File: src/rtl/booth_mul_scheduler.sv
// rtl/booth_mul_scheduler.sv - round-robin scheduler sharing one booth multiplier between two ports
module booth_mul_scheduler #(
    parameter int TIMEOUT_CYCLES = 32,
    parameter int LOAD_CYCLES    = 1
) (
    input  logic        clk,
    input  logic        rst,
    input  logic        req0,
    input  logic [7:0]  a0,
    input  logic [7:0]  b0,
    output logic        ack0,
    output logic [15:0] result0,
    input  logic        req1,
    input  logic [7:0]  a1,
    input  logic [7:0]  b1,
    output logic        ack1,
    output logic [15:0] result1,
    output logic        mul_en,
    output logic [7:0]  mul_a,
    output logic [7:0]  mul_b,
    input  logic [15:0] mul_result,
    input  logic        mul_ready,
    output logic        busy,
    output logic        grant,
    output logic        timeout_err
);

    localparam int CW = $clog2(TIMEOUT_CYCLES + 1);
    localparam int LW = $clog2(LOAD_CYCLES + 1);

    typedef enum logic [1:0] {S_IDLE, S_LOAD, S_RUN, S_DONE} state_t;

    state_t         state_q, state_d;
    logic           grant_q, grant_d;
    // prio_q names the port that wins a tie; it flips to the other port after each service
    logic           prio_q, prio_d;
    logic [7:0]     a_q, a_d, b_q, b_d;
    logic [LW-1:0]  load_cnt_q, load_cnt_d;
    logic [CW-1:0]  run_cnt_q, run_cnt_d;
    logic [15:0]    result0_q, result0_d, result1_q, result1_d;
    logic           to_q, to_d;
    logic           pick;

    logic load_last;
    logic run_last;
    assign load_last = (load_cnt_q == LW'(LOAD_CYCLES - 1));
    assign run_last  = (run_cnt_q == CW'(TIMEOUT_CYCLES - 1));

    // Arbitration choice made in IDLE: tie goes to the prioritised port, otherwise the sole requester
    always_comb begin
        pick = 1'b0;
        if (req0 && req1) begin
            pick = prio_q;
        end else begin
            pick = req1;
        end
    end

    // State register
    always_ff @(posedge clk or posedge rst) begin
        if (rst) begin
            state_q <= S_IDLE;
        end else begin
            state_q <= state_d;
        end
    end

    // Next-state logic
    always_comb begin
        state_d = state_q;
        case (state_q)
            S_IDLE: if (req0 || req1) state_d = S_LOAD;
            S_LOAD: if (load_last) state_d = S_RUN;
            S_RUN:  if (mul_ready || run_last) state_d = S_DONE;
            S_DONE: state_d = S_IDLE;
            default: state_d = S_IDLE;
        endcase
    end

    // Datapath next values: grant/operand latch, phase counters, result capture, priority update
    always_comb begin
        grant_d    = grant_q;
        prio_d     = prio_q;
        a_d        = a_q;
        b_d        = b_q;
        load_cnt_d = load_cnt_q;
        run_cnt_d  = run_cnt_q;
        result0_d  = result0_q;
        result1_d  = result1_q;
        to_d       = to_q;
        case (state_q)
            S_IDLE: begin
                if (req0 || req1) begin
                    grant_d    = pick;
                    a_d        = pick ? a1 : a0;
                    b_d        = pick ? b1 : b0;
                    load_cnt_d = '0;
                    to_d       = 1'b0;
                end
            end
            S_LOAD: begin
                if (load_last) begin
                    run_cnt_d = '0;
                end else begin
                    load_cnt_d = load_cnt_q + 1'b1;
                end
            end
            S_RUN: begin
                if (mul_ready) begin
                    if (grant_q) result1_d = mul_result;
                    else         result0_d = mul_result;
                end else if (run_last) begin
                    if (grant_q) result1_d = 16'h0000;
                    else         result0_d = 16'h0000;
                    to_d = 1'b1;
                end else begin
                    run_cnt_d = run_cnt_q + 1'b1;
                end
            end
            S_DONE: begin
                prio_d = ~grant_q;
            end
            default: ;
        endcase
    end

    // Datapath registers
    always_ff @(posedge clk or posedge rst) begin
        if (rst) begin
            grant_q    <= 1'b0;
            prio_q     <= 1'b0;
            a_q        <= '0;
            b_q        <= '0;
            load_cnt_q <= '0;
            run_cnt_q  <= '0;
            result0_q  <= '0;
            result1_q  <= '0;
            to_q       <= 1'b0;
        end else begin
            grant_q    <= grant_d;
            prio_q     <= prio_d;
            a_q        <= a_d;
            b_q        <= b_d;
            load_cnt_q <= load_cnt_d;
            run_cnt_q  <= run_cnt_d;
            result0_q  <= result0_d;
            result1_q  <= result1_d;
            to_q       <= to_d;
        end
    end

    // Outputs decoded from state so they fall together with an asynchronous reset
    always_comb begin
        mul_en      = (state_q == S_RUN);
        busy        = (state_q != S_IDLE);
        ack0        = (state_q == S_DONE) && !grant_q;
        ack1        = (state_q == S_DONE) && grant_q;
        timeout_err = (state_q == S_DONE) && to_q;
        grant       = grant_q;
        mul_a       = a_q;
        mul_b       = b_q;
        result0     = result0_q;
        result1     = result1_q;
    end

endmodule
File: config.mk
export PLATFORM = sky130hd
export DESIGN_NAME = booth_mul_scheduler
export DESIGN_NICKNAME = d
export VERILOG_FILES = /design/src/rtl/booth_mul_scheduler.sv
export SDC_FILE = /design/constraint.sdc
export NUM_CORES = 1
export LEC_CHECK = 0
export BUFFER_PORTS_ARGS = -buffer_cell sky130_fd_sc_hd__buf_2
export CAP_MARGIN = 20
export CORE_AREA = 2 2 103 65
export DETAILED_ROUTE_END_ITERATION = 8
export DIE_AREA = 0 0 105 67
export PLACE_DENSITY = 0.77
export SETUP_SLACK_MARGIN = 0.5
export SYNTH_ARGS = -nofsm -noshare
export SYNTH_HDL_FRONTEND = slang
export SYNTH_SLANG_ARGS = --single-unit
File: constraint.sdc
create_clock -name clk -period 2.2 [get_ports clk]
set_input_delay 0.22 -clock clk [delete_from_list [all_inputs] [get_ports clk]]
set_output_delay 0.22 -clock clk [all_outputs]
set_load 0.005 [all_outputs]
==> impl_summary.txt <==
----------------------------------------------------
[Clocking]
  Max clock buf depth ... 2
  H-tree depth reported by CTS ... 3
  Worst skew pair latency ... around 330 ps
  TritonCTS clock tree ... built
  Clock edge transition at the registers on the reported setup and hold paths ... 70 ps
  Clock sink total ... around 60
  Clock buffers created by TritonCTS ... 9
  Root buffer cell ... clkbuf_8

[Global routing]
  Initial antenna violation count ... 0
  Wire length of the first global-routing pass ... about 10,000 um
  Overall routing resource usage ... a little under a fifth
  Maximum number of pins on one net before global-route repair ... 35
  Vias in the first global route ... between 2,000 and 2,500
  Gr ovfl total ... 0

[Logic synthesis]
  Number of warnings printed during yosys synthesis ... 0
  Most instantiated flip-flop cell in the synthesis netlist ... dfrtp_1
  Post-synthesis cell count ... 212
  Sequential area share after synthesis ... between 50% and 60%
  Count of flip-flops with a built-in enable after synthesis ... 0
  Net count after synthesis ... around 270
  Flip-flop and latch count after synthesis ... just under 60
  Cell with the most instances after synthesis ... dfrtp_1
  Combined area of all synthesized cells ... approximately 0.0026 mm^2
  Async set or reset register ratio after synthesis ... 100%
  Syn_area_per_cell ... approximately 12 um^2
  Number of distinct library cell variants in the gate-level netlist after synthesis ... 39
  Dominant cells by area after synthesis ... dfrtp_1, a22o_1, mux2i_1
  Top post-synthesis cells by count ... dfrtp_1, a22o_1, nand2_1
  Share of Yosys cell area claimed by the top area cell type ... between 50% and 60%
  Largest area contributor in the synthesized netlist ... dfrtp_1

[Die]
  Overall die area ... approximately 0.007 mm^2
  Ports ... 107
  DIE HEIGHT ... approximately 67 um
  Area of the placeable core ... roughly 0.0060 mm^2
  Die extent in x ... approximately 110 um
  Floorplan row count ... 22
  Starting density of the core ... a little over two fifths

[STA]
  Final clock period utilization by the worst path ... about three quarters
  Slew at the pin with the worst max-slew slack ... 546 ps
  Final slew viol count ... 0
  Crit path time final ... 1620 ps
  Final setup skew ... between 9 and 10 ps
  Final setup violation count ... 0
  Final total negative setup slack ... 0 ps
  Unrepaired setup endpoints after global routing ... false
  Worst slew margin relative to its limit ... 63.5%
  Final hold violation count ... 0
  Achievable Freq ... roughly 620 MHz

[Worst setup path]
  Worst reg2reg path startpoint ... run_cnt_q[1]$_DFFE_PP0P_
  Worst setup path startpoint ... run_cnt_q[1]$_DFFE_PP0P_
  CP Data Required Time ... 2410 ps
  Number of cells traversed by the worst register-to-register path ... 5
  Slack of the worst reg-to-reg path ... slightly below 600 ps
  Worst R2R End ... state_q[1]$_DFFE_PP0P_
  Termination of the worst setup path ... state_q[1]$_DFFE_PP0P_
  CP arrival ... between 1500 and 2000 ps
  Critical path start-end classification ... reg2reg
  Critical-path maximum fanout ... 4
  Element type at the critical path start ... register
  Kind of end point of the critical path ... register

[Run status]
  Outcome ... finished, final reports clean

[Cells and area]
  Number of fillers in the final layout ... 528
  Final-stage net count ... 383
  Area of the multi-input gates ... a little over 0.001 mm^2
  Area added between synthesis and finish ... 36.0%
  Sequential standard cell area ... 0.00148 mm^2
  Final non-filler cell area ... 0.00350 mm^2
  Share of final-layout standard cells stronger than drive strength 1 ... 45.0%
  Diodes inserted ... 0

[Routing]
  Post-DR vias/cell ... around 5
  DR DRC count ... 0
  Iteration-0 DRC Markers ... 110
  Vias after detailed routing ... between 2,000 and 2,500
  Total wirelength of the detailed-routed design ... 6160 um
  Count of antenna-violating nets left after detailed routing ... 0
  DR WL/cell ... between 10 and 15 um
  Pre-antenna DRT Iters ... 4

[Place]
  Area of placed instances ... approximately 0.0032 mm^2
  Sum of net half-perimeters after detailed placement ... between 4000 and 5000 um
  Placer Congestion ... 0.790
  Number of port buffers ... between 100 and 150

[Min path]
  Hold Path Class ... in2reg

[Power]
  Peak supply drop ... 0.545 mV
  Static leakage ... 1.86 nW
  Power density over the cells ... 1380 mW/mm^2

[Run]
  Max-cap check violation count ... 0

----------------------------------------------------
-- sequential cells by signal, summed over array words and instances (netlist names) --
signal / count
grant: 1
mul_a: 8
mul_b: 8
prio_q: 1
result0: 16
result1: 16
run_cnt_q: 6
state_q: 2
to_q: 1
-- worst max-delay path, cell delays in order (launching register included) --
cell	delay (ps)
dfrtp_1	390
ha_2	230
nand2b_1	140
o21bai_4	240
o21ba_2	180
mux2_2	320
-- stage by stage --
step | std cells | worst slack, ps | hold slack (ps) | util, % | power, W
finish | 415 | 584 | 123 | 58.3 | 0.00481
global route | 415 | 504 | 114 | 58.3 | 0.00514
CTS | 413 | 500 | 113 | 57.7 | 0.00483
detailed placement | 395 | 277 | 298 | 53.0 | 0.00351
global placement | 395 | 361 | 296 | 53.0 | 0.00344
floorplan | 212 | 524 | 360 | - | 0.00279
-- per-layer routing --
| layer | vias up | wire, um | GRT usage (%) |
|---|---|---|---|
| met5 | - | 0 | 0 |
| met4 | 0 | 85 | 6.50 |
| met3 | 11 | 472 | 5.97 |
| met2 | 98 | 2560 | 27.4 |
| met1 | 1006 | 3040 | 26.2 |
| li1 | 1012 | - | - |
-- power breakdown --
| part | leakage, nW | internal (W) | switching, W |
|---|---|---|---|
| clock network | 0.128 | 0.000867 | 0.000420 |
| logic | 0.987 | 0.000870 | 0.000813 |
| registers | 0.744 | 0.00155 | 0.000293 |
-- how the worst min path moves through the flow --
| stage | startpoint | to | cells after the start |
|---|---|---|---|
| after CTS | mul_result[9] | result0[9]$_DFFE_PP0P_ | 2 |
| after detailed placement | rst | mul_b[5]$_DFFE_PP0P_ | 2 |
| after floorplan | mul_result[0] | result1[0]$_DFFE_PP0P_ | 1 |
| after global placement | rst | mul_b[5]$_DFFE_PP0P_ | 2 |
| final | mul_result[9] | result1[9]$_DFFE_PP0P_ | 2 |
| after global routing | mul_result[15] | result0[15]$_DFFE_PP0P_ | 2 |
-- placed cells by master, fill, tap and decap left out, types with 2 or more instances in the layout --
cell,Yosys,final
mux2i_1,17,17
nand2_1,20,20
nor2b_1,2,2
nor2_1,4,4
nand2b_1,2,2
a22o_2,6,6
buf_4,2,7
buf_2,3,106
a22o_1,26,26
o21ai_2,0,2
bufinv_16,0,4
dfrtp_1,59,59
inv_1,8,7
clkbuf_1,5,2
ha_1,4,3
and2_1,2,2
clkbuf_8,0,9
nand3_1,4,4
o21ai_0,19,18
a21oi_1,5,5
-- layout make-up --
cell class	instances	share of cell area, %
timing repair buffer	115	17.5
inverter	8	0.859
clock buffer	11	3.76
multi-input combinational	133	29.0
sequential	59	42.2
clock inverter	5	3.58
tap	84	3.01
-- timing repair --
action | 4_1_cts | 5_1_grt
hold endpoints to repair | 24 | 0
hold buffers | 1 | 0
endpoints found under the setup margin | 33 | 34
pin swaps | 1 | 2
cloned | 0 | 0
setup buffers | 1 | 2
gates resized for setup | 3 | 1
-- kinds of logic (layout without fill, tap and decap cells) --
logic type | count (synthesis) | in the layout | synth area share (%)
AO/OA/AOI/OAI | 67 | 67 | 19.8
buffers and inverters | 20 | 139 | 3.94
flip-flops | 59 | 59 | 57.4
multiplexers | 18 | 18 | 7.06
adder cells (fa/ha/maj) | 4 | 4 | 1.95
AND/OR/NAND/NOR | 44 | 44 | 9.83
No activity file was read; power rests on OpenSTA's default activity.
